--- src/rtl/prco_uart_tx.sv ---
// Buffered 8N1 UART transmitter: byte writes land in a circular FIFO and are
// serialised LSB first onto q_tx, with back-to-back frames whenever data is waiting.
module prco_uart_tx #(
  parameter int unsigned CLK_HZ  = 50000000,
  parameter int unsigned BAUD    = 115200,
  parameter int unsigned FIFO_LG = 4
) (
  input  logic       i_clk,
  input  logic       i_reset_n,
  input  logic       i_wr,
  input  logic [7:0] i_byte,
  output logic       q_tx,
  output logic       q_full,
  output logic       q_empty,
  output logic       q_busy,
  output logic       q_overflow
);

  localparam int unsigned ClksPerBit = CLK_HZ / BAUD;
  localparam int unsigned CntW       = (ClksPerBit > 1) ? $clog2(ClksPerBit) : 1;
  localparam int unsigned Depth      = 1 << FIFO_LG;
  localparam logic [CntW-1:0]  CntMax  = CntW'(ClksPerBit - 1);
  localparam logic [FIFO_LG:0] CntFull = (FIFO_LG + 1)'(Depth);

  typedef enum logic [1:0] {StIdle, StStart, StData, StStop} state_e;

  state_e             state_q;
  logic [7:0]         mem [Depth];
  logic [FIFO_LG-1:0] wptr_q, rptr_q;
  logic [FIFO_LG:0]   count_q, count_d;
  logic               full_q, empty_q, overflow_q;
  logic               tx_q, busy_q;
  logic [CntW-1:0]    baud_q;
  logic [2:0]         idx_q;
  logic [7:0]         shreg_q;
  logic               wr_ok, pop, bit_end;

  assign wr_ok   = i_wr & ~full_q;
  assign bit_end = (baud_q == CntMax);
  // A pop happens from IDLE or on the last STOP cycle, which gives gap-free frames.
  assign pop     = ~empty_q & ((state_q == StIdle) | ((state_q == StStop) & bit_end));

  always_comb begin
    count_d = count_q;
    case ({wr_ok, pop})
      2'b10:   count_d = count_q + 1'b1;
      2'b01:   count_d = count_q - 1'b1;
      default: count_d = count_q;
    endcase
  end

  always_ff @(posedge i_clk) begin
    if (wr_ok) mem[wptr_q] <= i_byte;
  end

  always_ff @(posedge i_clk or negedge i_reset_n) begin
    if (!i_reset_n) begin
      wptr_q     <= '0;
      rptr_q     <= '0;
      count_q    <= '0;
      full_q     <= 1'b0;
      empty_q    <= 1'b1;
      overflow_q <= 1'b0;
    end else begin
      if (wr_ok) wptr_q <= wptr_q + 1'b1;
      if (pop)   rptr_q <= rptr_q + 1'b1;
      if (i_wr && full_q) overflow_q <= 1'b1;
      count_q <= count_d;
      full_q  <= (count_d == CntFull);
      empty_q <= (count_d == '0);
    end
  end

  always_ff @(posedge i_clk or negedge i_reset_n) begin
    if (!i_reset_n) begin
      state_q <= StIdle;
      tx_q    <= 1'b1;
      busy_q  <= 1'b0;
      baud_q  <= '0;
      idx_q   <= '0;
      shreg_q <= '0;
    end else begin
      unique case (state_q)
        StIdle: begin
          baud_q <= '0;
          if (pop) begin
            shreg_q <= mem[rptr_q];
            state_q <= StStart;
            tx_q    <= 1'b0;
            busy_q  <= 1'b1;
          end
        end
        StStart: begin
          if (bit_end) begin
            baud_q  <= '0;
            idx_q   <= '0;
            state_q <= StData;
            tx_q    <= shreg_q[0];
          end else begin
            baud_q <= baud_q + 1'b1;
          end
        end
        StData: begin
          if (bit_end) begin
            baud_q <= '0;
            if (idx_q == 3'd7) begin
              state_q <= StStop;
              tx_q    <= 1'b1;
            end else begin
              shreg_q <= shreg_q >> 1;
              idx_q   <= idx_q + 1'b1;
              tx_q    <= shreg_q[1];
            end
          end else begin
            baud_q <= baud_q + 1'b1;
          end
        end
        StStop: begin
          if (bit_end) begin
            baud_q <= '0;
            if (pop) begin
              shreg_q <= mem[rptr_q];
              state_q <= StStart;
              tx_q    <= 1'b0;
            end else begin
              state_q <= StIdle;
              busy_q  <= 1'b0;
            end
          end else begin
            baud_q <= baud_q + 1'b1;
          end
        end
        default: begin
          state_q <= StIdle;
          tx_q    <= 1'b1;
          busy_q  <= 1'b0;
        end
      endcase
    end
  end

  assign q_tx       = tx_q;
  assign q_full     = full_q;
  assign q_empty    = empty_q;
  assign q_busy     = busy_q;
  assign q_overflow = overflow_q;

endmodule

--- config.mk ---
export PLATFORM = sky130hd
export DESIGN_NAME = prco_uart_tx
export DESIGN_NICKNAME = d
export VERILOG_FILES = /design/src/rtl/prco_uart_tx.sv
export SDC_FILE = /design/constraint.sdc
export NUM_CORES = 1
export LEC_CHECK = 0
export CORE_MARGIN = 2
export CORE_UTILIZATION = 43
export DETAILED_ROUTE_END_ITERATION = 12
export PLACE_DENSITY = 0.65
export SLEW_MARGIN = 20
export SYNTH_ARGS = -nofsm -noshare
export SYNTH_HDL_FRONTEND = slang
export SYNTH_SLANG_ARGS = --single-unit
--- constraint.sdc ---
create_clock -name i_clk -period 3.8 [get_ports i_clk]
set_clock_uncertainty 0.05 [all_clocks]
set_input_delay 0.57 -clock i_clk [delete_from_list [all_inputs] [get_ports i_clk]]
set_output_delay 0.57 -clock i_clk [all_outputs]
set_load 0.02 [all_outputs]
==> results.tsv <==
stage	metric	value	unit
yosys	yosys.area.top_type_share	54.2	%
yosys	ys_ff_latch	168	
setup_path	end_kind	register	
placement	hpwlAfterDp	8.20	mm
yosys	yosys_warnings	0	
floorplan	ios	16	
placement	place.gp.congestion	0.777	
clock_tree	cts_buffers	17	
clock_tree	cts.reportedPaths.clkPinSlew	70	ps
yosys	synth_edf_count	128	
final_layout	num_antenna_cells	0	
global_routing	grt_pass1_wl	20.2	mm
floorplan	die_area	17500	µm²
routing	via_per_inst	5.34	
outcome	status	finished clean	
clock_tree	cts_hold_buf	0	
timing	finalSetupViolations	0	
global_routing	grt-ovfl-total	0	
clock_tree	htree_levels	4	
routing	dr.first_iter.drc_count	227	
clock_tree	root_buffer	clkbuf_16	
global_routing	antenna_found_initial	0	
setup_path	path_cells	inv_1 -> ha_1 -> and4b_1 -> a31oi_1 -> nor2_1 -> ha_1 -> nor3_1 -> nand3b_1 -> o211ai_2 -> xor2_1 -> nor4b_1	
routing	drc	0	
setup_path	cp_slowest_cell	nor2_1	
clock_tree	cts_setup_buffers	0	
timing	rsz0062_at_grt	false	
timing	fmax	330	MHz
timing	timing.hold.ws	216	ps
yosys	synth_area_leaders	edfxtp_1, dfrtp_1, mux4_2	
setup_path	cp_top_family	simple AND/OR/NAND/NOR gates	
setup_path	cp.required	4080	ps
floorplan	start_util	44.3	%
clock_tree	clk_path_buf_depth	2	
yosys	seq_area_frac_synth	68.4	%
floorplan	die_x	132	µm
yosys	yosys.area.top_type	edfxtp_1	
final_layout	final_common_cell	edfxtp_1	
final_layout	mostFrequentLayoutCells	edfxtp_1, dfrtp_1, mux4_2, nor2_1, nand2_1	
routing	ant_nets	0	
yosys	synthCells	402	
routing	dr.pass1.iters	4	
floorplan	die_h	132	µm
power_and_ir_drop	ir_drop	342	µV
setup_path	crit_type	reg -> reg	
setup_path	critPathArrivalTime	3310	ps
clock_tree	cts_tree	yes	
timing	relSlewSlack	40.5	%
setup_path	slowest_delay	470	ps
global_routing	met1_usage	20.4	%
floorplan	core-area	16000	µm²
global_routing	grtUsageMet2	24.4	%
floorplan	rows	46	
power_and_ir_drop	p_per_area	766	nW/µm²
final_layout	synthToLayoutAreaGrowth	13.6	%
timing	fin_setup_tns	0	ps
yosys	syn_nets	429	
job	maxCapViolations	0	
setup_path	critPathBufInv	1	
routing	drt_wl_total	12.2	mm
final_layout	final_nets	453	
timing	period_needed	3030	ps
clock_tree	cts-resized-gates	0	
global_routing	grt_util_met3	4.73	%
power_and_ir_drop	power.leakage	2.82	nW
yosys	synth_area	7090	µm²
hold_path	hp-class	in -> async	
final_layout	final_layout_size_suffix_gt1_share	22.6	%
routing	wl_per_cell	18.7	µm
global_routing	grt_busiest_layer	met2	
yosys	syn-mean-instance-area	17.6	µm²
placement	port_buffers	15	
routing	num_vias	3496	
setup_path	worstPathMaxFanout	9	
yosys	synthArstFlopShare	23.8	%
setup_path	start_kind	register	
setup_path	cpMostUsedCell	ha_1	
yosys	yosysUniqueCellTypes	47	
yosys	ys.flop_type	edfxtp_1	
global_routing	grt_max_degree	41	
timing	slew_viol_final	0	
timing	hold_viol	0	
timing	worst_slew_pin_slew	893	ps
timing	finalCritPeriodShare	79.6	%
global_routing	first_global_vias	3639	
clock_tree	cts_sinks	168	
global_routing	grt.total_usage	15.5	%
clock_tree	insertion_delay	430	ps
-- power by group --
part	internal, mW	switching, mW
logic	1.00	0.896
clock network	0.875	0.778
registers	2.32	0.299
total	4.19	1.97
-- routing by layer --
| metal | wire (µm) | up-vias |
|---|---|---|
| li1 | - | 1611 |
| met1 | 5310 | 1788 |
| met2 | 6120 | 80 |
| met3 | 577 | 17 |
| met4 | 233 | 0 |
| met5 | 0 | - |
-- registers in the layout, indices dropped and copies added, names as in the netlist --
signal,cells
count_q,5
shreg_q,8
rptr_q,4
mem,128
q_overflow,1
idx_q,3
wptr_q,4
q_empty,1
q_tx,1
baud_q,9
state_q,2
q_full,1
q_busy,1
-- through the flow --
step | utilization (%) | instance area [µm²] | std cells | power (mW) | setup slack [ps]
finish | 50.3 | 8050 | 655 | 6.17 | 774
global route | 50.3 | 8050 | 655 | 6.53 | 465
CTS | 50.3 | 8050 | 655 | 6.24 | 750
detailed placement | 46.7 | 7480 | 623 | 4.58 | 556
global placement | 46.7 | 7480 | 623 | 4.50 | 663
floorplan | - | 7090 | 402 | 4.08 | 1140
-- final timing paths --
path | from | to | slack [ps] | cells past startpoint
min in group i_clk | q_overflow | q_overflow | 400 | 1
min | i_reset_n | baud_q[6] | 220 | 1
max in group asynchronous | i_reset_n | rptr_q[0] | 2870 | 1
max reg2reg | baud_q[1] | q_full | 770 | 11
max | baud_q[1] | q_full | 770 | 11
min reg2reg | q_overflow | q_overflow | 400 | 1
-- Yosys cell counts, types with 3 or more instances --
| master | instances |
|---|---|
| a21oi_1 | 8 |
| buf_6 | 3 |
| clkbuf_1 | 12 |
| dfrtp_1 | 38 |
| edfxtp_1 | 128 |
| ha_1 | 16 |
| inv_1 | 9 |
| mux2_2 | 16 |
| mux2_4 | 3 |
| mux4_1 | 6 |
| mux4_2 | 34 |
| nand2_1 | 22 |
| nand2b_1 | 5 |
| nand3_1 | 4 |
| nor2_1 | 30 |
| nor3_1 | 6 |
| o21ai_0 | 9 |
| xnor2_1 | 11 |
| xor2_1 | 7 |
-- cell type report --
type                    instances  area [µm²]
flip-flops and latches        168        4850
clock inverters                15         146
fillers                      1316        7950
multi-input cells             206        2100
inverters                       9        33.8
clock buffers                  17         425
repair buffers                 24         225
well taps                     216         270
-- kinds of logic after synthesis --
kind of cell | Yosys count | share of synthesized area, %
buffers and inverters | 28 | 1.98
flip-flops | 168 | 68.4
multiplexers | 60 | 16.4
adder cells (fa/ha/maj) | 16 | 2.83
AO/OA/AOI/OAI | 29 | 2.60
AND/OR/NAND/NOR | 83 | 5.62
XOR/XNOR | 18 | 2.22
No activity file was read; power rests on OpenSTA's default activity.
